--- config.mk ---
export PLATFORM = sky130hd
export DESIGN_NAME = seq_controller
export DESIGN_NICKNAME = d
export VERILOG_FILES = /design/src/rtl/cpu_pkg.sv /design/src/rtl/op_decoder.sv /design/src/rtl/seq_controller.sv
export SDC_FILE = /design/constraint.sdc
export NUM_CORES = 1
export LEC_CHECK = 0
export CORE_MARGIN = 2
export CORE_UTILIZATION = 44
export DETAILED_ROUTE_END_ITERATION = 7
export PLACE_DENSITY = 0.92
export SLEW_MARGIN = 0
export SYNTH_ARGS = -nofsm -noshare
export SYNTH_HDL_FRONTEND = slang
export SYNTH_SLANG_ARGS = --single-unit
--- constraint.sdc ---
create_clock -name clk -period 3.35 [get_ports clk]
set_input_delay 0.5025 -clock clk [delete_from_list [all_inputs] [get_ports clk]]
set_output_delay 0.5025 -clock clk [all_outputs]
set_load 0.05 [all_outputs]
--- src/rtl/cpu_pkg.sv ---
// Shared opcode encodings, sequencer state codes and instruction classes for the CPU control path.
package cpu_pkg;

  // Upper three opcode bits select the two-byte instructions (bit 0 is ignored).
  localparam logic [2:0] OpHiLdm = 3'b000;
  localparam logic [2:0] OpHiStm = 3'b001;
  localparam logic [2:0] OpHiJmp = 3'b010;
  localparam logic [2:0] OpHiJcc = 3'b011;

  localparam logic [3:0] OpAdd = 4'b1000;
  localparam logic [3:0] OpAdc = 4'b1001;
  localparam logic [3:0] OpSub = 4'b1010;
  localparam logic [3:0] OpAnd = 4'b1011;
  localparam logic [3:0] OpMov = 4'b1100;
  localparam logic [3:0] OpMvi = 4'b1101;
  localparam logic [3:0] OpLdf = 4'b1110;
  localparam logic [3:0] OpNop = 4'b1111;

  localparam logic [3:0] StF1   = 4'd0;
  localparam logic [3:0] StF1w  = 4'd1;
  localparam logic [3:0] StDec  = 4'd2;
  localparam logic [3:0] StF2   = 4'd3;
  localparam logic [3:0] StExa  = 4'd4;
  localparam logic [3:0] StWba  = 4'd5;
  localparam logic [3:0] StMrd  = 4'd6;
  localparam logic [3:0] StMwr  = 4'd7;
  localparam logic [3:0] StBr   = 4'd8;
  localparam logic [3:0] StHalt = 4'd9;

  typedef enum logic [3:0] {
    ClsLdm,
    ClsStm,
    ClsJmp,
    ClsJcc,
    ClsAlu,
    ClsMov,
    ClsMvi,
    ClsLdf,
    ClsNop
  } instr_class_e;

  // Instructions that need the second instruction byte fetched into TR.
  function automatic logic needs_fetch2(instr_class_e cls);
    return (cls == ClsLdm) || (cls == ClsStm) || (cls == ClsJmp) || (cls == ClsJcc) ||
           (cls == ClsMvi);
  endfunction

endpackage

--- src/rtl/op_decoder.sv ---
// Combinational opcode classifier: IR[7:4] to instruction class.
module op_decoder
  import cpu_pkg::*;
(
  input  logic [3:0]   opcode,
  output instr_class_e instr_class
);

  always_comb begin
    instr_class = ClsNop;
    if (!opcode[3]) begin
      case (opcode[3:1])
        OpHiLdm: instr_class = ClsLdm;
        OpHiStm: instr_class = ClsStm;
        OpHiJmp: instr_class = ClsJmp;
        OpHiJcc: instr_class = ClsJcc;
        default: instr_class = ClsNop;
      endcase
    end else begin
      case (opcode)
        OpAdd, OpAdc, OpSub, OpAnd: instr_class = ClsAlu;
        OpMov:                      instr_class = ClsMov;
        OpMvi:                      instr_class = ClsMvi;
        OpLdf:                      instr_class = ClsLdf;
        default:                    instr_class = ClsNop;
      endcase
    end
  end

endmodule

--- src/rtl/seq_controller.sv ---
// Multi-cycle instruction sequencer: fetch/decode/execute FSM with debug halt and single-step.
module seq_controller
  import cpu_pkg::*;
(
  input  logic       clk,
  input  logic       rst,
  input  logic [3:0] instruction,
  input  logic [1:0] dst_fld,
  input  logic       jmp_taken,
  input  logic       mem_ready,
  input  logic       halt_req,
  input  logic       step,
  output logic       ld_PC,
  output logic       ld_IR,
  output logic       ld_DI,
  output logic       ld_TR,
  output logic       ld_ALU,
  output logic       ld_CZN,
  output logic       MEM_read,
  output logic       MEM_write,
  output logic       sel_MEM_src_PC,
  output logic       sel_MEM_src_TR,
  output logic       write_reg_en,
  output logic       sel_IR_3_2,
  output logic       sel_DI_4_3,
  output logic       sel_RF_write_src_TR_12_5,
  output logic       sel_RF_write_src_reg1,
  output logic       sel_RF_write_src_ALU,
  output logic       sel_ALU_src_reg1,
  output logic       sel_ALU_src_TR,
  output logic       sel_CZN_src_ALU,
  output logic       sel_CZN_src_RF,
  output logic       sel_PC_src_JUMP,
  output logic       halted
);

  logic [3:0]   state_q, state_d;
  logic [3:0]   done_state;
  logic         br_load;
  instr_class_e cls;

  // The destination field steers the datapath directly; the sequencer never inspects it.
  logic unused_dst;
  assign unused_dst = ^dst_fld;

  op_decoder u_op_decoder (
    .opcode      (instruction),
    .instr_class (cls)
  );

  // halt_req is only looked at when an instruction retires, so nothing is cut short.
  assign done_state = halt_req ? StHalt : StF1;
  assign br_load    = (cls == ClsJmp) || ((cls == ClsJcc) && jmp_taken);

  always_ff @(posedge clk or negedge rst) begin
    if (!rst) begin
      state_q <= StF1;
    end else begin
      state_q <= state_d;
    end
  end

  always_comb begin
    state_d = state_q;
    case (state_q)
      StF1, StF1w: state_d = mem_ready ? StDec : StF1w;
      StDec: begin
        if (needs_fetch2(cls))   state_d = StF2;
        else if (cls == ClsAlu)  state_d = StExa;
        else                     state_d = done_state;
      end
      StF2: begin
        if (mem_ready) begin
          case (cls)
            ClsMvi:         state_d = StWba;
            ClsLdm:         state_d = StMrd;
            ClsStm:         state_d = StMwr;
            ClsJmp, ClsJcc: state_d = StBr;
            default:        state_d = done_state;
          endcase
        end
      end
      StExa:        state_d = StWba;
      StWba, StBr:  state_d = done_state;
      StMrd, StMwr: state_d = mem_ready ? done_state : state_q;
      StHalt:       state_d = step ? StF1 : StHalt;
      default:      state_d = StF1;
    endcase
  end

  always_comb begin
    ld_PC                    = 1'b0;
    ld_IR                    = 1'b0;
    ld_DI                    = 1'b0;
    ld_TR                    = 1'b0;
    ld_ALU                   = 1'b0;
    ld_CZN                   = 1'b0;
    MEM_read                 = 1'b0;
    MEM_write                = 1'b0;
    sel_MEM_src_PC           = 1'b0;
    sel_MEM_src_TR           = 1'b0;
    write_reg_en             = 1'b0;
    sel_IR_3_2               = 1'b0;
    sel_DI_4_3               = 1'b0;
    sel_RF_write_src_TR_12_5 = 1'b0;
    sel_RF_write_src_reg1    = 1'b0;
    sel_RF_write_src_ALU     = 1'b0;
    sel_ALU_src_reg1         = 1'b0;
    sel_ALU_src_TR           = 1'b0;
    sel_CZN_src_ALU          = 1'b0;
    sel_CZN_src_RF           = 1'b0;
    sel_PC_src_JUMP          = 1'b0;
    halted                   = 1'b0;
    // Reset masks every strobe combinationally so an in-flight access is dropped at once.
    if (rst) begin
      case (state_q)
        StF1, StF1w: begin
          MEM_read       = 1'b1;
          sel_MEM_src_PC = 1'b1;
          ld_IR          = mem_ready;
          ld_PC          = mem_ready;
        end
        StDec: begin
          ld_DI = 1'b1;
          if (cls == ClsMov) begin
            write_reg_en          = 1'b1;
            sel_IR_3_2            = 1'b1;
            sel_RF_write_src_reg1 = 1'b1;
          end
          if (cls == ClsLdf) begin
            ld_CZN         = 1'b1;
            sel_CZN_src_RF = 1'b1;
          end
        end
        StF2: begin
          MEM_read       = 1'b1;
          sel_MEM_src_PC = 1'b1;
          ld_TR          = mem_ready;
          ld_PC          = mem_ready;
        end
        StExa: begin
          sel_ALU_src_reg1 = 1'b1;
          ld_ALU           = 1'b1;
          ld_CZN           = 1'b1;
          sel_CZN_src_ALU  = 1'b1;
        end
        StWba: begin
          write_reg_en             = 1'b1;
          sel_IR_3_2               = 1'b1;
          sel_RF_write_src_TR_12_5 = (cls == ClsMvi);
          sel_RF_write_src_ALU     = (cls != ClsMvi);
        end
        StMrd: begin
          MEM_read       = 1'b1;
          sel_MEM_src_TR = 1'b1;
          write_reg_en   = mem_ready;
          sel_DI_4_3     = mem_ready;
        end
        StMwr: begin
          MEM_write      = 1'b1;
          sel_MEM_src_TR = 1'b1;
          sel_DI_4_3     = 1'b1;
        end
        StBr: begin
          sel_PC_src_JUMP = br_load;
          ld_PC           = br_load;
        end
        StHalt:  halted = 1'b1;
        default: ;
      endcase
    end
  end

endmodule
Yosys cells after proc, flatten, opt, wreduce, memory -nomap -nowiden
Cells that the tools add are included.
{"block": "totals", "inputBits": 12, "register_bits": 4, "output_inout_bits": 22, "wordCells": 99}
{"block": "op_classes", "mux": 52, "n_reduce_logical": 17, "eq_ne": 29}
{"operator": "$pmux 4 s4", "count": 3}
{"operator": "$eq 4x4->1 const B", "count": 9}
{"operator": "$mux 1", "count": 35}
{"operator": "$eq 4x3->1 const B", "count": 8}
{"operator": "$mux 4", "count": 7}
{"operator": "$pmux 4 s7", "count": 1}
{"operator": "$eq 4x2->1 const B", "count": 4}
{"operator": "$eq 4x1->1 const B", "count": 2}
{"operator": "$logic_not 4->1", "count": 2}
{"operator": "$pmux 1 s2", "count": 4}
{"operator": "$reduce_or 2->1", "count": 4}
{"operator": "$reduce_or 4->1", "count": 2}
{"operator": "$eq 3x2->1 const B", "count": 2}
{"operator": "$logic_or 1x1->1", "count": 5}
{"operator": "$ne 4x3->1 const B", "count": 1}
{"operator": "$eq 3x1->1 const B", "count": 1}
{"operator": "$logic_not 3->1", "count": 1}
{"operator": "$pmux 1 s3", "count": 1}
{"operator": "$reduce_or 3->1", "count": 1}
{"operator": "$mux 2", "count": 1}
{"operator": "$ne 2x1->1 const B", "count": 1}
{"operator": "$ne 2x2->1 const B", "count": 1}
{"operator": "$reduce_and 2->1", "count": 1}
{"operator": "$logic_and 1x1->1", "count": 1}

Depth between registers and ports, before layout
{"block": "logic_depth", "depth_word": 11, "mapped_depth": 6, "depth_no_buf": 4}

By module
From an unflattened synthesis, not the netlist that was laid out.
{"block": "hier_totals", "hier_cells": 109, "hier_area_um2": 768.2}
{"mod": "seq_controller", "cells_each": 100, "area_per_inst_um2": 716.9, "seq_area_each_um2": 100.1, "n_inst": 1}
{"mod": "op_decoder", "cells_each": 9, "area_per_inst_um2": 51.3, "seq_area_each_um2": 0.0, "n_inst": 1}

Least setup slack after synthesis
No wires, ideal clock.
{"block": "synth_path", "kind": "input port to output port", "start": "input port instruction[2]", "end": "output port ld_CZN", "arrival_time_ns": 2.897, "required_ns": 2.847, "n_path_buf": 1, "slack_ns": -0.050, "cell_stages": 4, "path_cell_list": "buf_2 > nand2_1 > nor4_1 > or2_1"}
{"block": "synth_between", "elab_chain_len": 8, "word_cells_on_any_way": 19, "cone_classes": "eq/ne: 11; mux: 6; reduce/logical: 2"}
{"element": "start: declaration", "line": "seq_controller.sv:7", "rtl": "input logic [3:0] instruction,"}
{"element": "$eq 4x4->1", "line": "op_decoder.sv:20", "rtl": "case (opcode)"}
{"element": "$reduce_or 4->1", "line": "op_decoder.sv:20"}
{"element": "$pmux 4 s4", "line": "op_decoder.sv:20"}
{"element": "$mux 4 *", "line": "op_decoder.sv:11", "rtl": "if (!opcode[3]) begin"}
{"element": "$eq 4x3->1 *", "line": "seq_controller.sv:130", "rtl": "if (cls == ClsLdf) begin"}
{"element": "$mux 1 *", "line": "seq_controller.sv:130"}
{"element": "$pmux 1 s2 *", "line": "seq_controller.sv:116", "rtl": "case (state_q)"}
{"element": "$mux 1 *", "line": "seq_controller.sv:115", "rtl": "if (rst) begin"}
{"element": "end: declaration", "line": "seq_controller.sv:18", "rtl": "output logic ld_CZN,"}
Every way passes the cells marked *; elsewhere a longest branch is shown, timed or not.

Worst setup path after layout
{"block": "layout_path", "start": "input port instruction[3]", "end": "output port sel_RF_write_src_ALU"}
{"block": "layout_between", "elab_chain_len": 7, "word_cells_on_any_way": 18, "cone_classes": "eq/ne: 11; mux: 5; reduce/logical: 2"}
{"element": "$eq 4x4->1", "line": "op_decoder.sv:20"}
{"element": "$reduce_or 4->1", "line": "op_decoder.sv:20"}
{"element": "$pmux 4 s4", "line": "op_decoder.sv:20"}
{"element": "$mux 4 *", "line": "op_decoder.sv:11"}
{"element": "$ne 4x3->1 *", "line": "seq_controller.sv:151", "rtl": "sel_RF_write_src_ALU = (cls != ClsMvi);"}
{"element": "$mux 1 *", "line": "seq_controller.sv:116"}
{"element": "$mux 1 *", "line": "seq_controller.sv:115"}
{"element": "end: declaration", "line": "seq_controller.sv:28", "rtl": "output logic sel_RF_write_src_ALU,"}
Marked as above.

==> results by group <==
Run status
  • Outcome: finished, final reports clean

Route
  • Initial DRC Count: 27
  • Met2 wire len: between 1000 and 1500 µm
  • Via Count: ~840
  • Highest metal used: met3
  • Pre-antenna DRT Iters: 4
  • Drt via density: roughly 5.9
  • Drt drc: 0
  • Met3 WL post-DR: approximately 160 µm
  • Routed Antenna Nets: 0
  • DRT met1 WL: around 890 µm
  • Routed wire length: around 2100 µm
  • Routed length per placed instance: ~14 µm

Min path
  • Hold crit path type: in -> async

Power
  • PD cells: 716 nW/µm²
  • Leak pwr: around 0.4 nW
  • Max VDD drop: 0.000328 V
  • Final Power: about 0.73 mW

Layout
  • Top reg by flops: state_q
  • Biggest regs: state_q x4
  • Fraction of layout cells with a size suffix above 1: roughly 16%
  • Flip-flop count of the largest register after layout: 4
  • Ant diodes: 0
  • Area delta synth->final: 35.0%
  • Final #Nets: approximately 140

Clock tree
  • Clock Pin Slew Worst Setup and Hold Paths: roughly 40 ps
  • CTS resizes: 0
  • Clock Path Buffers: 2
  • Clock insertion delay at the later pin of the skew report: roughly 240 ps
  • H-tree depth: 1
  • Root buffer cell: clkbuf_4
  • Hold_buf cts: 0
  • Postcts setup bufs: 0
  • CTS tree: done
  • CTS Sinks: 4
  • Num CTS Buffers: 3

GRT
  • All-Layer GR Usage: between 20% and 30%
  • Vias in the first global route: 684
  • Grt ovf: 0
  • Largest net degree at the start of global routing: 19
  • Antenna violations before repair: 0
  • First-pass GRT wire length: 3200 µm

Setup path
  • Endpoint type of the worst setup path: primary output
  • CP Max Fanout: 13
  • Critical path required time: about 2900 ps
  • CP Class: in -> out
  • Max incr delay on CP: between 700 and 800 ps
  • Sequence of cells on the critical path: clkdlybuf4s50_1 -> nand2b_1 -> nor2_1 -> nor2_1 -> clkdlybuf4s50_1
  • FF-to-FF path depth: 4
  • CP Launch Type: input pin
  • CP max stage cell: clkdlybuf4s50_1
  • WP data arrival: 2460 ps

Synth
  • Synth Register Bits: 4
  • Syn_area_per_cell: ~7.3 µm²
  • Post-Syn Instances: 104
  • Register area share after synthesis: between 10% and 20%
  • Synth area leader: dfrtp_1
  • Synth area leaders: dfrtp_1 13%, nand2b_1 5.8%, nor2_1 5.0%
  • Synth Flop Type: dfrtp_1
  • Most common cell in the netlist: nor2_1
  • Mapped Area: between 700 and 800 µm²
  • Fraction of registers with async set/reset: between 90% and 100%
  • Synth top area share: between 10% and 20%
  • Number of flops mapped to enable cells by yosys: 0
  • Synth top cells by count: 10 x nor2_1, 7 x nand2_1, 7 x nand2b_1
  • YS warnings: 0
  • Post-Syn Nets: roughly 120
  • Post-synth cell types: between 40 and 50

Floorplanning
  • Num rows: 14
  • Die extent in y: 45.4 µm
  • DIE AREA: about 2100 µm²
  • Initial Util: about half
  • Die W: approximately 45 µm
  • Core region area: between 1500 and 2000 µm²
  • Top Ports: 34

STA
  • Endpoints failing hold: 0
  • Crit share post-route: 88.4%
  • Slew Limit Headroom: around 61%
  • Worst slew pin tran: just under 600 ps
  • Fmax: around 340 MHz
  • Crit path time final: 2960 ps
  • Unrepaired setup endpoints after global routing: no
  • Final worst clock skew: about 2.7 ps
  • Max-slew violations: 0
  • # setup viols final: 0
  • Fin Setup TNS: 0 ps

Placed design
  • Post-detail-place hpwl: between 1000 and 1500 µm
  • Routability cong.: between 0.8 and 0.9
  • IO buf count: 30

Run
  • Max Cap Viol: 0
## metal layers
| metal | up-vias | global-route usage, % |
|---|---|---|
| met5 | - | 0 |
| met4 | 0 | 0 |
| met3 | 0 | 5.95 |
| met2 | 42 | 32.7 |
| met1 | 379 | 30.1 |
| li1 | 423 | - |
## layout make-up
class	instances	area (µm²)
clock buffer	3	22.5
fill	132	541
inverter	3	11.3
multi-input combinational	85	572
sequential	4	100
tap	16	20.0
timing repair buffer	32	293
## report_power, final
| group | internal [mW] | switching, mW | total, mW |
|---|---|---|---|
| clock | 0.0402 | 0.0212 | 0.0614 |
| combinational | 0.204 | 0.294 | 0.498 |
| sequential | 0.0693 | 0.101 | 0.170 |
## stage by stage
| stage | setup WS [ps] | hold slack (ps) | instances | cell area [µm²] | utilization, % |
|---|---|---|---|---|---|
| floorplan | 366 | 207 | 104 | 761 | - |
| global placement | 441 | 759 | 140 | 996 | 63.9 |
| detailed placement | 430 | 799 | 140 | 996 | 63.9 |
| CTS | 419 | 662 | 143 | 1020 | 65.3 |
| global route | 305 | 681 | 143 | 1020 | 65.3 |
| finish | 389 | 674 | 143 | 1020 | 65.3 |
## cell usage in the layout (no fill, tap or decap), types with 2 or more instances in the layout
master            n
nand2b_1          7
clkdlybuf4s50_1  21
a21oi_1           6
xnor2_1           2
nand2_1           7
inv_1             3
clkbuf_4          3
nor2_1           10
and2_1            3
nor4_2            2
nor2b_1           4
or4b_1            2
o41ai_1           2
o21ai_0           2
nand3_1           3
a21boi_2          2
nand3b_1          3
or2_1             3
and3_1            3
a22oi_1           2
dfrtp_1           4
buf_4            11
## path summary, 6_finish.rpt
| check | from | to | slack [ps] |
|---|---|---|---|
| hold / removal | rst | state_q[3] | 670 |
| max in group asynchronous | rst | state_q[1] | 2570 |
| min in group clk | state_q[0] | state_q[0] | 820 |
| setup reg to reg | state_q[1] | state_q[1] | 1710 |
| hold reg to reg | state_q[0] | state_q[0] | 820 |
| setup / recovery | instruction[3] | sel_RF_write_src_ALU | 390 |
## critical path: cells and delay by family
kind          cells  cell delay, ps
buf+inv           2            1430
simple gates      3             510
## logic make-up after synthesis
group           after synthesis  share of synthesized area [%]
compound gates               27                           26.9
flops                         4                           13.3
simple gates                 55                           45.3
xor+xnor                      2                           2.32
other cells                   1                          0.497
buf+inv                      15                           11.8
Note: power is estimated with default switching activity, not from simulation.
